**config.mk**
```make
export PLATFORM = sky130hd
export DESIGN_NAME = optest_sweep
export DESIGN_NICKNAME = d
export VERILOG_FILES = /design/src/rtl/optest_pkg.sv /design/src/rtl/optest_crc16.sv /design/src/rtl/optest_sweep.sv
export SDC_FILE = /design/constraint.sdc
export NUM_CORES = 1
export LEC_CHECK = 0
export BUFFER_PORTS_ARGS = -buffer_cell sky130_fd_sc_hd__buf_4
export CORE_MARGIN = 4
export CORE_UTILIZATION = 50
export DETAILED_ROUTE_END_ITERATION = 6
export GPL_TIMING_DRIVEN = 1
export PLACE_DENSITY = 0.83
export SLEW_MARGIN = 25
export SYNTH_ARGS = -nofsm -noshare
export SYNTH_HDL_FRONTEND = slang
export SYNTH_SLANG_ARGS = --single-unit
```
**constraint.sdc**
```tcl
create_clock -name clk -period 3.7 [get_ports clk]
set_input_delay 1.11 -clock clk [delete_from_list [all_inputs] [get_ports clk]]
set_output_delay 1.11 -clock clk [all_outputs]
set_load 0.01 [all_outputs]
```
**src/rtl/optest_pkg.sv**
```systemverilog
// Shared types, widths and arithmetic helpers for the optest stimulus sweeper.
package optest_pkg;

    localparam int MODE_W = 7;
    localparam int OPND_W = 4;
    localparam int Y_W    = 8;
    localparam int SIG_W  = 16;

    localparam logic [SIG_W-1:0] CRC_POLY      = 16'h1021;
    // Fibonacci taps 16,14,13,11 expressed as bit positions 15,13,12,10
    localparam logic [15:0]      LFSR_TAPS     = 16'hB400;
    localparam logic [15:0]      LFSR_ZERO_SUB = 16'hACE1;

    typedef enum logic [1:0] {
        IDLE  = 2'd0,
        ISSUE = 2'd1,
        DRAIN = 2'd2,
        DONE  = 2'd3
    } state_t;

    function automatic logic [SIG_W-1:0] crc16(input logic [SIG_W-1:0] crc,
                                               input logic [Y_W-1:0]   data);
        logic [SIG_W-1:0] c;
        c = crc ^ {data, 8'h00};
        for (int i = 0; i < 8; i++) begin
            c = c[SIG_W-1] ? ((c << 1) ^ CRC_POLY) : (c << 1);
        end
        return c;
    endfunction

    function automatic logic [15:0] lfsr_next(input logic [15:0] l);
        return {l[14:0], ^(l & LFSR_TAPS)};
    endfunction

endpackage

```
**src/rtl/optest_crc16.sv**
```systemverilog
// Signature register: loads SIG_INIT on init, folds one result byte per fold
// strobe, holds otherwise.
module optest_crc16 import optest_pkg::*; #(
    parameter logic [SIG_W-1:0] SIG_INIT = 16'hFFFF
) (
    input  logic             clk,
    input  logic             rst_n,
    input  logic             i_init,
    input  logic             i_fold,
    input  logic [Y_W-1:0]   i_byte,
    output logic [SIG_W-1:0] o_sig
);

    logic [SIG_W-1:0] r_sig;

    always_ff @(posedge clk or negedge rst_n) begin
        if (!rst_n) begin
            r_sig <= SIG_INIT;
        end else if (i_init) begin
            r_sig <= SIG_INIT;
        end else if (i_fold) begin
            r_sig <= crc16(r_sig, i_byte);
        end
    end

    assign o_sig = r_sig;

endmodule

```
**src/rtl/optest_sweep.sv**
```systemverilog
// Stimulus sequencer and CRC-16 response compactor for the optest operator block.
// Define OPTEST_SWEEP_EXHAUSTIVE_EN to sweep all 65536 operand combinations per mode.
module optest_sweep import optest_pkg::*; #(
    parameter int               MODE_MAX = 83,
    parameter int               N_VEC    = 16,
    parameter logic [SIG_W-1:0] SIG_INIT = 16'hFFFF
) (
    input  logic                     clk,
    input  logic                     rst_n,
    input  logic                     start,
    input  logic [15:0]              seed,
    output logic [MODE_W-1:0]        mode,
    output logic [OPND_W-1:0]        u1,
    output logic [OPND_W-1:0]        u2,
    output logic signed [OPND_W-1:0] s1,
    output logic signed [OPND_W-1:0] s2,
    input  logic [Y_W-1:0]           y,
    output logic                     busy,
    output logic                     done,
    output logic [SIG_W-1:0]         signature
);

`ifdef OPTEST_SWEEP_EXHAUSTIVE_EN
    localparam int VEC_LAST = 65535;
`else
    localparam int VEC_LAST = N_VEC - 1;
`endif
    localparam logic [15:0]       VEC_LAST_C  = 16'(VEC_LAST);
    localparam logic [MODE_W-1:0] MODE_LAST_C = MODE_W'(MODE_MAX);

    state_t            r_state;
    state_t            w_state_nxt;
    logic [15:0]       r_vec_nxt;
    logic [MODE_W-1:0] r_mode_nxt;
    logic              r_vld_p1;
    logic              r_vld_p2;
    logic              r_done;

    logic              w_start_acc;
    logic              w_issue;
    logic              w_last;
    logic              w_fold_last;
    logic [15:0]       w_cur_vec;
    logic [MODE_W-1:0] w_cur_mode;
    logic [15:0]       w_src;

    // A start coinciding with the done pulse is dropped.
    assign w_start_acc = (r_state == IDLE) && start && !r_done;
    assign w_issue     = w_start_acc || (r_state == ISSUE);
    assign w_cur_vec   = w_start_acc ? 16'd0 : r_vec_nxt;
    assign w_cur_mode  = w_start_acc ? '0 : r_mode_nxt;
    assign w_last      = (w_cur_vec == VEC_LAST_C) && (w_cur_mode == MODE_LAST_C);
    assign w_fold_last = r_vld_p2 && !r_vld_p1;

`ifdef OPTEST_SWEEP_EXHAUSTIVE_EN
    assign w_src = w_cur_vec;
`else
    logic [15:0] r_lfsr;
    logic [15:0] w_seed_eff;

    assign w_seed_eff = (seed == 16'd0) ? LFSR_ZERO_SUB : seed;
    assign w_src      = w_start_acc ? w_seed_eff : r_lfsr;

    always_ff @(posedge clk or negedge rst_n) begin
        if (!rst_n) begin
            r_lfsr <= LFSR_ZERO_SUB;
        end else if (w_issue) begin
            r_lfsr <= lfsr_next(w_src);
        end
    end
`endif

    always_ff @(posedge clk or negedge rst_n) begin
        if (!rst_n) begin
            r_state <= IDLE;
        end else begin
            r_state <= w_state_nxt;
        end
    end

    always_comb begin
        w_state_nxt = r_state;
        case (r_state)
            IDLE:    if (w_start_acc) w_state_nxt = w_last ? DRAIN : ISSUE;
            ISSUE:   if (w_last)      w_state_nxt = DRAIN;
            DRAIN:   if (w_fold_last) w_state_nxt = DONE;
            DONE:    w_state_nxt = IDLE;
            default: w_state_nxt = IDLE;
        endcase
    end

    always_comb begin
        busy = (r_state != IDLE);
        done = r_done;
    end

    // r_vld_p1 marks y about to be registered by the operator block,
    // r_vld_p2 marks y ready to fold.
    always_ff @(posedge clk or negedge rst_n) begin
        if (!rst_n) begin
            r_vld_p1   <= 1'b0;
            r_vld_p2   <= 1'b0;
            r_done     <= 1'b0;
            r_vec_nxt  <= 16'd0;
            r_mode_nxt <= '0;
            mode       <= '0;
            u1         <= '0;
            u2         <= '0;
            s1         <= '0;
            s2         <= '0;
        end else begin
            r_vld_p1 <= w_issue;
            r_vld_p2 <= r_vld_p1;
            r_done   <= (r_state == DONE);
            if (w_issue) begin
                mode             <= w_cur_mode;
                {u1, u2, s1, s2} <= w_src;
                if (w_cur_vec == VEC_LAST_C) begin
                    r_vec_nxt  <= 16'd0;
                    r_mode_nxt <= w_cur_mode + 1'b1;
                end else begin
                    r_vec_nxt  <= w_cur_vec + 16'd1;
                    r_mode_nxt <= w_cur_mode;
                end
            end
        end
    end

    optest_crc16 #(
        .SIG_INIT (SIG_INIT)
    ) u_crc (
        .clk    (clk),
        .rst_n  (rst_n),
        .i_init (w_start_acc),
        .i_fold (r_vld_p2),
        .i_byte (y),
        .o_sig  (signature)
    );

endmodule
```
==> results_dict.tcl, run 1 <==
set metrics [dict create \
    status "finished, final reports clean" \
    worst_path_largest_cell_delay_ns 0.48 \
    die_w_um 96.56 \
    grt_max_degree 76 \
    async_reset_ff_frac 1.000 \
    synth_compound_gate_area_share 0.1008 \
    worstMarginPinSlew_ns 0.9195 \
    fin_crit_ns 2.731 \
    synth.avg_cell_area_um2 10.08 \
    max_cap_violations 0 \
    clk_path_buf_depth 2 \
    num_vias 2990 \
    numCtsBuffers 9 \
    ys.flop_type "dfrtp_1" \
    syn-cell-area_um2 3921 \
    slew_headroom 0.3870 \
    hpwl_um 5702 \
    grtUsageTotal 0.1896 \
    wl_per_cell_um 14.91 \
    period_share 0.7382 \
    p_int_uw 1828 \
    crit_family "simple AND/OR/NAND/NOR gates" \
    required_ns 3.93 \
    powerDensity_nw_per_um2 563.4 \
    rsz0062_at_grt "no" \
    cts.sinks 75 \
    die_area_um2 9324 \
    yosysTopAreaCellShare 0.3255 \
    synth_top_family_by_area "simple AND/OR/NAND/NOR gates" \
    netSwitchingFraction 0.3026 \
    vias_per_cell 5.417 \
    grt_pass1_wl_um 13520 \
    yosys.area.top_type "dfrtp_1" \
    drt-initial-drc-count 160 \
    wl_met2_um 3895 \
    yosys_warnings 0 \
    power_frac_comb 0.322 \
    num_rows 32 \
    clkLatencyLatePin_ns 0.34 \
    fmaxAchievable_mhz 366.1 \
    drv_slew 0 \
    drtAntennaViolNets 0 \
    finalWorstSetupSlack_ns 0.9687 \
    skew_ns 0.008961 \
    synth_commonest_cells "dfrtp_1, nand2_1, nor2_1" \
    core-area_um2 7687 \
    critPathLaunchType "input pin" \
    path_clk_slew_ns 0.07 \
    dr_wl_met3_um 532 \
    holdBufCountCts 0 \
    end_kind "flip-flop" \
    drive_gt1_frac 0.2667 \
    drt_wl_total_um 8230 \
    top_layer "met4" \
    drc 0 \
    syn_inst 389 \
    ios 68 \
    synthXorXnorAreaFrac 0.08934 \
    fillers 654 \
    crit_slowest_cell "nor4_4" \
    final_nets 479 \
    io_buffers 67 \
    met1Wirelength_um 3691 \
    crit_path_max_fanout 11 \
    syn2layout_area_growth_pct 18.67 \
    hold_class "flip-flop to flip-flop" \
    pre_cts_slack_ns 0.6349 \
    grt_pass1_vias 2841 \
    setup_viol_count_final 0 \
    synth_fp_nets 423 \
    synth.distinct_cells 47 \
    muxShareOfSynthArea 0.06382 \
    dieHeight_um 96.56 \
    cts_setup_buffers 0 \
    firstDrtPassIters 5 \
    crit_buf_inv 1 \
    critical_path_class "input pin to flip-flop" \
    multi_input_area_um2 1838 \
    antenna_cells 0 \
    htree_levels 3 \
    arrival_ns 2.96 \
    leakagePower_uw 0.002275 \
    cts_resized 0 \
    p_seq_frac 0.416 \
    yosys-top-cells-area "dfrtp_1, dfstp_2, mux2i_1" \
    antenna_found_initial 0 \
    synth_fa_ha_area_frac 0.02234 \
    synth_simple_gate_area_frac 0.1924 \
    p_sw_uw 793.3 \
    tns_ns 0 \
    cp_cell_sequence "buf_4 > and3b_1 > nor2_1 > ha_1 > nand4_1 > nor4_4 > a21oi_1 > a31o_1" \
    peakVddDrop_mv 0.2709 \
    register_area_um2 1907 \
    cts_root_buffer "clkbuf_8" \
    yosysSeqAreaShare 0.4863 \
    start_util 0.5101 \
    overflow 0 \
    gp_congestion 0.8248 \
    cts_tree "done" \
    synth-edff-count 0 \
    hold_viol 0 \
    synth.most_common_cell "dfrtp_1" \
    ys_ff_latch 75 \
    clkPwrFrac 0.262 \
]
## sequential cells by signal, summed over array words and instances (netlist names)
register	flops
r_lfsr	16
s1	3
r_mode_nxt	7
u2	2
u1	3
mode	7
r_state	2
r_vld_p1	1
r_vec_nxt	16
r_vld_p2	1
done	1
u_crc.o_sig	16
## cells by family (layout without fill, tap and decap cells)
kind of cell,count (synthesis),in the layout
flip-flops,75,75
multiplexers,25,25
buffers and inverters,34,95
XOR/XNOR,40,40
AO/OA/AOI/OAI,63,63
adder cells (fa/ha/maj),7,7
AND/OR/NAND/NOR,145,145
## placed cells by master (no fill, tap or decap), types with 2 or more instances in the layout
cell type	netlist	final
a21o_1	10	10
a21oi_1	26	26
a221oi_1	2	2
a2bb2oi_1	3	3
a31o_1	2	2
and2_1	3	3
and3_1	2	2
buf_4	8	71
bufinv_16	0	2
clkbuf_8	1	9
clkinv_4	0	2
dfrtp_1	51	51
dfstp_2	24	24
ha_1	7	7
inv_1	8	8
mux2i_1	25	25
nand2_1	45	45
nand2b_1	10	10
nand2b_4	2	2
nand3_1	9	9
nand4_1	6	6
nor2_1	41	41
nor3_1	5	5
nor4_1	7	7
nor4_2	2	2
nor4_4	2	2
o21ai_0	13	13
or3_1	3	3
xnor2_1	23	23
xor2_1	17	17
## power by group through the flow
stage,combinational (uW),clock (uW),sequential [uW]
after detailed placement,851,0,1110
final,845,687,1090
after floorplan,540,0,1140
after CTS,855,698,1090
after global routing,946,745,1110
after global placement,829,0,1100
## metal layers
| metal | GRT usage | vias up |
|---|---|---|
| li1 | - | 1435 |
| met1 | 0.2528 | 1455 |
| met4 | 0.08061 | 0 |
| met2 | 0.3011 | 91 |
| met3 | 0.03873 | 9 |
| met5 | 0 | - |
## cell type report
type,count,area share
clock inverters,6,0.01936
well taps,102,0.02743
multi-input cells,280,0.3950
flip-flops and latches,75,0.4098
repair buffers,71,0.1145
inverters,8,0.006453
clock buffers,10,0.02743
## path summary, 6_finish.rpt
path                                  from       endpoint  slack, ns  cells after the start
worst max-delay path                 start  r_mode_nxt[4]       0.97                      8
worst min-delay path              r_vld_p1       r_vld_p2       0.39                      0
worst max register to register  r_state[0]  r_mode_nxt[4]       1.00                      9
worst min register to register    r_vld_p1       r_vld_p2       0.39                      0
max in group asynchronous            rst_n   r_vec_nxt[0]       2.21                      1
min in group asynchronous            rst_n     r_state[1]       0.91                      1
## worst reg2reg max path, stage by stage, from the launching register on
cell     delay (ns)
dfrtp_1        0.42
inv_1          0.11
ha_1           0.30
and3b_1        0.21
nor2_1         0.10
ha_1           0.24
nand4_1        0.43
nor4_4         0.48
a21oi_1        0.11
a31o_1         0.20
## per-stage QoR
step                        util  cell area, um2  hold WS [ns]  total power, uW  cells
after floorplan                -            3921        0.3544             1676    389
after global placement    0.5770            4436        0.3591             1925    536
after detailed placement  0.5770            4436        0.3646             1957    536
after CTS                 0.6053            4653        0.3902             2645    552
after global routing      0.6053            4653        0.3955             2797    552
final                     0.6053            4653        0.3868             2622    552
Note: power is estimated with default switching activity, not from simulation.
==> run 2: changes to the inputs <==
==> constraint.sdc (replaced) <==
create_clock -name clk -period 2.71 [get_ports clk]
set_input_delay 0.813 -clock clk [delete_from_list [all_inputs] [get_ports clk]]
set_output_delay 0.813 -clock clk [all_outputs]
set_load 0.01 [all_outputs]
==> run 2 against run 1 <==
- die area unchanged
- critical endpoint unchanged
- design area rose by 1.5%
- setup slack worse by 0.77 ns
- critical path type is now flip-flop to flip-flop
==> results_dict.tcl, run 2 (same netlist as run 1, synthesis figures left out) <==
set metrics [dict create \
    multi_input_area_um2 1844 \
    clkPwrFrac 0.253 \
    finalWorstSetupSlack_ns 0.1993 \
    met1Wirelength_um 3726 \
    crit_path_frequent_cell "ha_1" \
    tns_ns 0 \
    slew_headroom 0.6652 \
    wl_met2_um 4048 \
    die_area_um2 9324 \
    total_power_uw 3561 \
    num_vias 3018 \
    clk_path_buf_depth 2 \
    holdBufCountCts 0 \
    hold_end "r_vld_p2" \
    dieHeight_um 96.56 \
    hold_class "flip-flop to flip-flop" \
    p_seq_frac 0.417 \
    drv_slew 0 \
    netSwitchingFraction 0.3042 \
    layout_common_cells "buf_4, dfrtp_1, nand2_1" \
    crit_family "simple AND/OR/NAND/NOR gates" \
    cts_root_buffer "clkbuf_8" \
    crit_slowest_cell "nor4_4" \
    ios 68 \
    drtAntennaViolNets 0 \
    worst_path_largest_cell_delay_ns 0.46 \
    wl_per_cell_um 14.91 \
    start_util 0.5101 \
    path_clk_slew_ns 0.08 \
    drc 0 \
    required_ns 2.95 \
    die_w_um 96.56 \
    worstMarginPinSlew_ns 0.4976 \
    fmaxAchievable_mhz 398.3 \
    num_rows 32 \
    clkLatencyLatePin_ns 0.34 \
    drt_wl_total_um 8319 \
    firstDrtPassIters 4 \
    cts_tree "done" \
    grt_pass1_wl_um 13020 \
    leakagePower_uw 0.002310 \
    grtUsageTotal 0.1813 \
    dr_wl_met3_um 433 \
    vias_per_cell 5.409 \
    grt_max_degree 48 \
    detailed_place.area_um2 4512 \
    gp_congestion 0.8379 \
    htree_levels 3 \
    p_sw_uw 1083 \
    cp_cell_sequence "inv_1 > ha_1 > and3b_1 > nor2_1 > ha_1 > nand4_1 > nor4_4 > a21oi_1 > a31o_1" \
    critPathLaunchType "flip-flop" \
    overflow 0 \
    finish.instance_area_um2 4725 \
    skew_ns 0.009717 \
    grt_pass1_vias 2890 \
    register_area_um2 1907 \
    hold_viol 0 \
    crit_path_max_fanout 6 \
    peakVddDrop_mv 0.3127 \
    arrival_ns 2.75 \
    r2r-start "r_state[0]" \
    syn2layout_area_growth_pct 20.48 \
    drive_gt1_frac 0.2807 \
    numCtsBuffers 9 \
    power_frac_comb 0.330 \
    fillers 628 \
    critical_path_class "flip-flop to flip-flop" \
    status "finished, final reports clean" \
    top_layer "met4" \
    io_buffers 67 \
    hpwl_um 5973 \
    pre_cts_slack_ns 0.06860 \
    cts_setup_buffers 0 \
    hold-path-cell-count 0 \
    fin_crit_ns 2.511 \
    cts_resized 0 \
    final_nets 485 \
    powerDensity_nw_per_um2 753.7 \
    end_kind "flip-flop" \
    rr_worst_depth 9 \
    cts.sinks 75 \
    layout_commonest_cell "buf_4" \
    setup_viol_count_final 0 \
    antenna_found_initial 0 \
    period_share 0.9264 \
    p_int_uw 2478 \
    holdCritStartpoint "r_vld_p1" \
    core-area_um2 7687 \
    r2r-end "r_mode_nxt[4]" \
    antenna_cells 0 \
    crit_buf_inv 1 \
    drt-initial-drc-count 133 \
    rsz0062_at_grt "no" \
    r2r_setup_slack_ns 0.20 \
    max_cap_violations 0 \
]
-- run 2: cell types whose count changed in the layout (fill, tap and decap cells not counted) --
cell	delta
buf_12	+2
buf_4	+4
bufinv_16	-1
clkbuf_1	-1
clkbuf_8	+3
clkinv_2	+1
clkinv_4	-2
nor4_1	-1
nor4_2	+1
-- run 2: area by class of cell --
class | count | area share
Clock buffer | 12 | 0.03496
Clock inverter | 4 | 0.01006
Inverter | 8 | 0.006356
Multi-Input combinational cell | 280 | 0.3904
Sequential cell | 75 | 0.4036
Tap cell | 102 | 0.02701
Timing Repair Buffer | 77 | 0.1276
-- run 2: routing by layer --
| layer | vias to the layer above | track usage |
|---|---|---|
| met2 | 82 | 0.2948 |
| met1 | 1478 | 0.2374 |
| met3 | 9 | 0.03021 |
| met5 | - | 0 |
| li1 | 1449 | - |
| met4 | 0 | 0.08294 |
-- run 2: metrics by stage --
step | cells | hold WS (ns) | util
detailed placement | 542 | 0.3606 | 0.5869
CTS | 558 | 0.3772 | 0.6146
global route | 558 | 0.3989 | 0.6146
finish | 558 | 0.3766 | 0.6146
global placement | 542 | 0.3582 | 0.5869
floorplan | 389 | 0.3544 | -
-- run 2: power by group through the flow --
stage	Clock [uW]	Combinational, uW	Sequential (uW)
2_1_floorplan	0	738	1550
3_3_place_gp	0	1130	1500
3_5_place_dp	0	1180	1510
4_1_cts	928	1190	1490
5_1_grt	979	1300	1500
6_report	901	1170	1490
-- run 2: worst max-delay path by stage --
stage          startpoint            end  cells past startpoint  slack (ns)
3_3_place_gp        start  r_mode_nxt[4]                      8        0.15
3_5_place_dp        start  r_mode_nxt[4]                      8        0.07
4_1_cts        r_state[0]  r_mode_nxt[4]                      9        0.22
2_1_floorplan       start  r_mode_nxt[2]                     10       0.001
6_report       r_state[0]  r_mode_nxt[4]                      9        0.20
5_1_grt        r_state[0]  r_mode_nxt[5]                      9        0.05
==> run 3: changes to the inputs <==
--- a/config.mk
+++ b/config.mk
@@ -7,10 +7,10 @@
 export LEC_CHECK = 0
 export BUFFER_PORTS_ARGS = -buffer_cell sky130_fd_sc_hd__buf_4
 export CORE_MARGIN = 4
-export CORE_UTILIZATION = 50
+export CORE_UTILIZATION = 36
 export DETAILED_ROUTE_END_ITERATION = 6
 export GPL_TIMING_DRIVEN = 1
-export PLACE_DENSITY = 0.83
+export PLACE_DENSITY = 0.66
 export SLEW_MARGIN = 25
 export SYNTH_ARGS = -nofsm -noshare
 export SYNTH_HDL_FRONTEND = slang
==> run 3 against run 2 <==
- first-iteration DRC count increased by 5.3%
- total power about the same
- critical path depth up 2
- clock power increased by 2%
- sequential share of layout area is 0.32 points lower
- via count fell by 1.1%
- cell count rose by 6.6%
- sequential power about the same
- fmax rose by 1.9%
- count of clock-buffer cells in the layout fell by 1
- non-clock buffer count is 3 higher
- worst hold slack better by 0.0043 ns
- highest routed layer unchanged
==> results_dict.tcl, run 3 (same netlist as run 1, synthesis figures left out) <==
set metrics [dict create \
    cts_tree "done" \
    antenna_cells 0 \
    required_ns 2.95 \
    end_kind "flip-flop" \
    final_nets 488 \
    fmaxAchievable_mhz 406.0 \
    grt_pass1_wl_um 14630 \
    antenna_found_initial 0 \
    cts.sinks 75 \
    start_util 0.3748 \
    pre_cts_slack_ns 0.1043 \
    finalWorstSetupSlack_ns 0.2470 \
    drive_gt1_frac 0.2810 \
    hold_end "r_vld_p2" \
    critical_path_class "flip-flop to flip-flop" \
    period_share 0.9088 \
    critPathLaunchType "flip-flop" \
    power_frac_comb 0.323 \
    drt_wl_total_um 8580 \
    overflow 0 \
    wl_per_cell_um 14.42 \
    hold_class "flip-flop to flip-flop" \
    htree_levels 3 \
    slew_headroom 0.6379 \
    layout_commonest_cell "buf_4" \
    dieHeight_um 112.4 \
    total_power_uw 3559 \
    core-area_um2 10460 \
    tns_ns 0 \
    crit_path_max_fanout 7 \
    cts_root_buffer "clkbuf_8" \
    r2r_setup_slack_ns 0.25 \
    numCtsBuffers 9 \
    r2r-end "r_state[0]" \
    finish.instance_area_um2 4762 \
    fin_crit_ns 2.463 \
    firstDrtPassIters 4 \
    detailed_place.area_um2 4552 \
    skew_ns 0.01381 \
    holdBufCountCts 0 \
    r2r-start "r_state[0]" \
    p_sw_uw 1061 \
    layout_common_cells "buf_4, dfrtp_1, nand2_1" \
    hold_viol 0 \
    grt_pass1_vias 3008 \
    vias_per_cell 5.015 \
    fin_hold_ws_ns 0.3808 \
    drtAntennaViolNets 0 \
    powerDensity_nw_per_um2 747.3 \
    gp_congestion 0.8281 \
    grt_max_degree 33 \
    drv_slew 0 \
    path_clk_slew_ns 0.08 \
    num_vias 2984 \
    num_rows 37 \
    peakVddDrop_mv 0.4843 \
    p_seq_frac 0.418 \
    max_cap_violations 0 \
    drc 0 \
    leakagePower_uw 0.002317 \
    drt-initial-drc-count 140 \
    io_buffers 67 \
    cts_resized 0 \
    rr_worst_depth 11 \
    netSwitchingFraction 0.2980 \
    clkPwrFrac 0.259 \
    setup_viol_count_final 0 \
    grtUsageTotal 0.1402 \
    p_int_uw 2498 \
    syn2layout_area_growth_pct 21.44 \
    clkLatencyLatePin_ns 0.34 \
    rsz0062_at_grt "no" \
    arrival_ns 2.70 \
    holdCritStartpoint "r_vld_p1" \
    hold-path-cell-count 0 \
    cts_setup_buffers 0 \
    hpwl_um 6377 \
    status "finished, final reports clean" \
    die_area_um2 12630 \
    clk_path_buf_depth 2 \
    worstMarginPinSlew_ns 0.5382 \
    die_w_um 112.4 \
    ios 68 \
]
run 3: cell types whose count changed in the layout (fill, tap and decap cells not counted):
| cell | delta |
|---|---|
| buf_12 | -2 |
| buf_4 | +5 |
| bufinv_16 | +1 |
| clkbuf_1 | +2 |
| clkbuf_8 | -3 |
| clkinv_4 | +1 |
| clkinvlp_4 | -1 |
run 3: worst max-delay path: stages, from the launching register on:
cell and delay, ns:
dfrtp_1 0.40, inv_1 0.10, ha_1 0.28, nand3b_1 0.15, buf_4 0.15, and2_1 0.13, ha_1 0.24, nand3_1 0.10
a211o_1 0.27, nor4_4 0.21, a21oi_1 0.11, o211a_1 0.22
run 3: metal layers:
metal,up-vias,wire length (um),part of all wire,global-route usage
li1,1458,-,-,-
met1,1449,3862,0.45,0.1809
met2,67,4210,0.49,0.2324
met3,10,382,0.045,0.02911
met4,0,125,0.015,0.05208
met5,-,0,0,0
run 3: power by group through the flow:
stage | logic (uW) | clock network, uW | registers [uW]
finish | 1150 | 920 | 1490
global route | 1290 | 999 | 1510
CTS | 1170 | 945 | 1490
detailed placement | 1160 | 0 | 1510
global placement | 1150 | 0 | 1510
floorplan | 738 | 0 | 1550
run 3: worst max-delay path by stage:
stage | startpoint | endpoint | slack (ns) | cells past startpoint
after floorplan | start | r_mode_nxt[2] | 0.001 | 10
after global placement | start | r_mode_nxt[4] | 0.22 | 9
after detailed placement | start | r_state[0] | 0.10 | 10
after CTS | r_state[0] | r_state[0] | 0.24 | 11
after global routing | r_state[0] | r_mode_nxt[6] | 0.06 | 10
final | r_state[0] | r_state[0] | 0.25 | 11
run 3: area by class of cell:
class                      instances  area, um2
timing repair buffer              80      600.6
fill                             997       5700
clock inverter                     5      78.83
multi-input combinational        280       1844
clock buffer                      11      131.4
inverter                           8      30.03
sequential                        75       1907
tap                              136      170.2
run 3: stage by stage:
| stage | util | cells |
|---|---|---|
| after floorplan | - | 389 |
| after CTS | 0.4552 | 595 |
| after detailed placement | 0.4351 | 579 |
| after global placement | 0.4351 | 579 |
| after global routing | 0.4552 | 595 |
| final | 0.4552 | 595 |
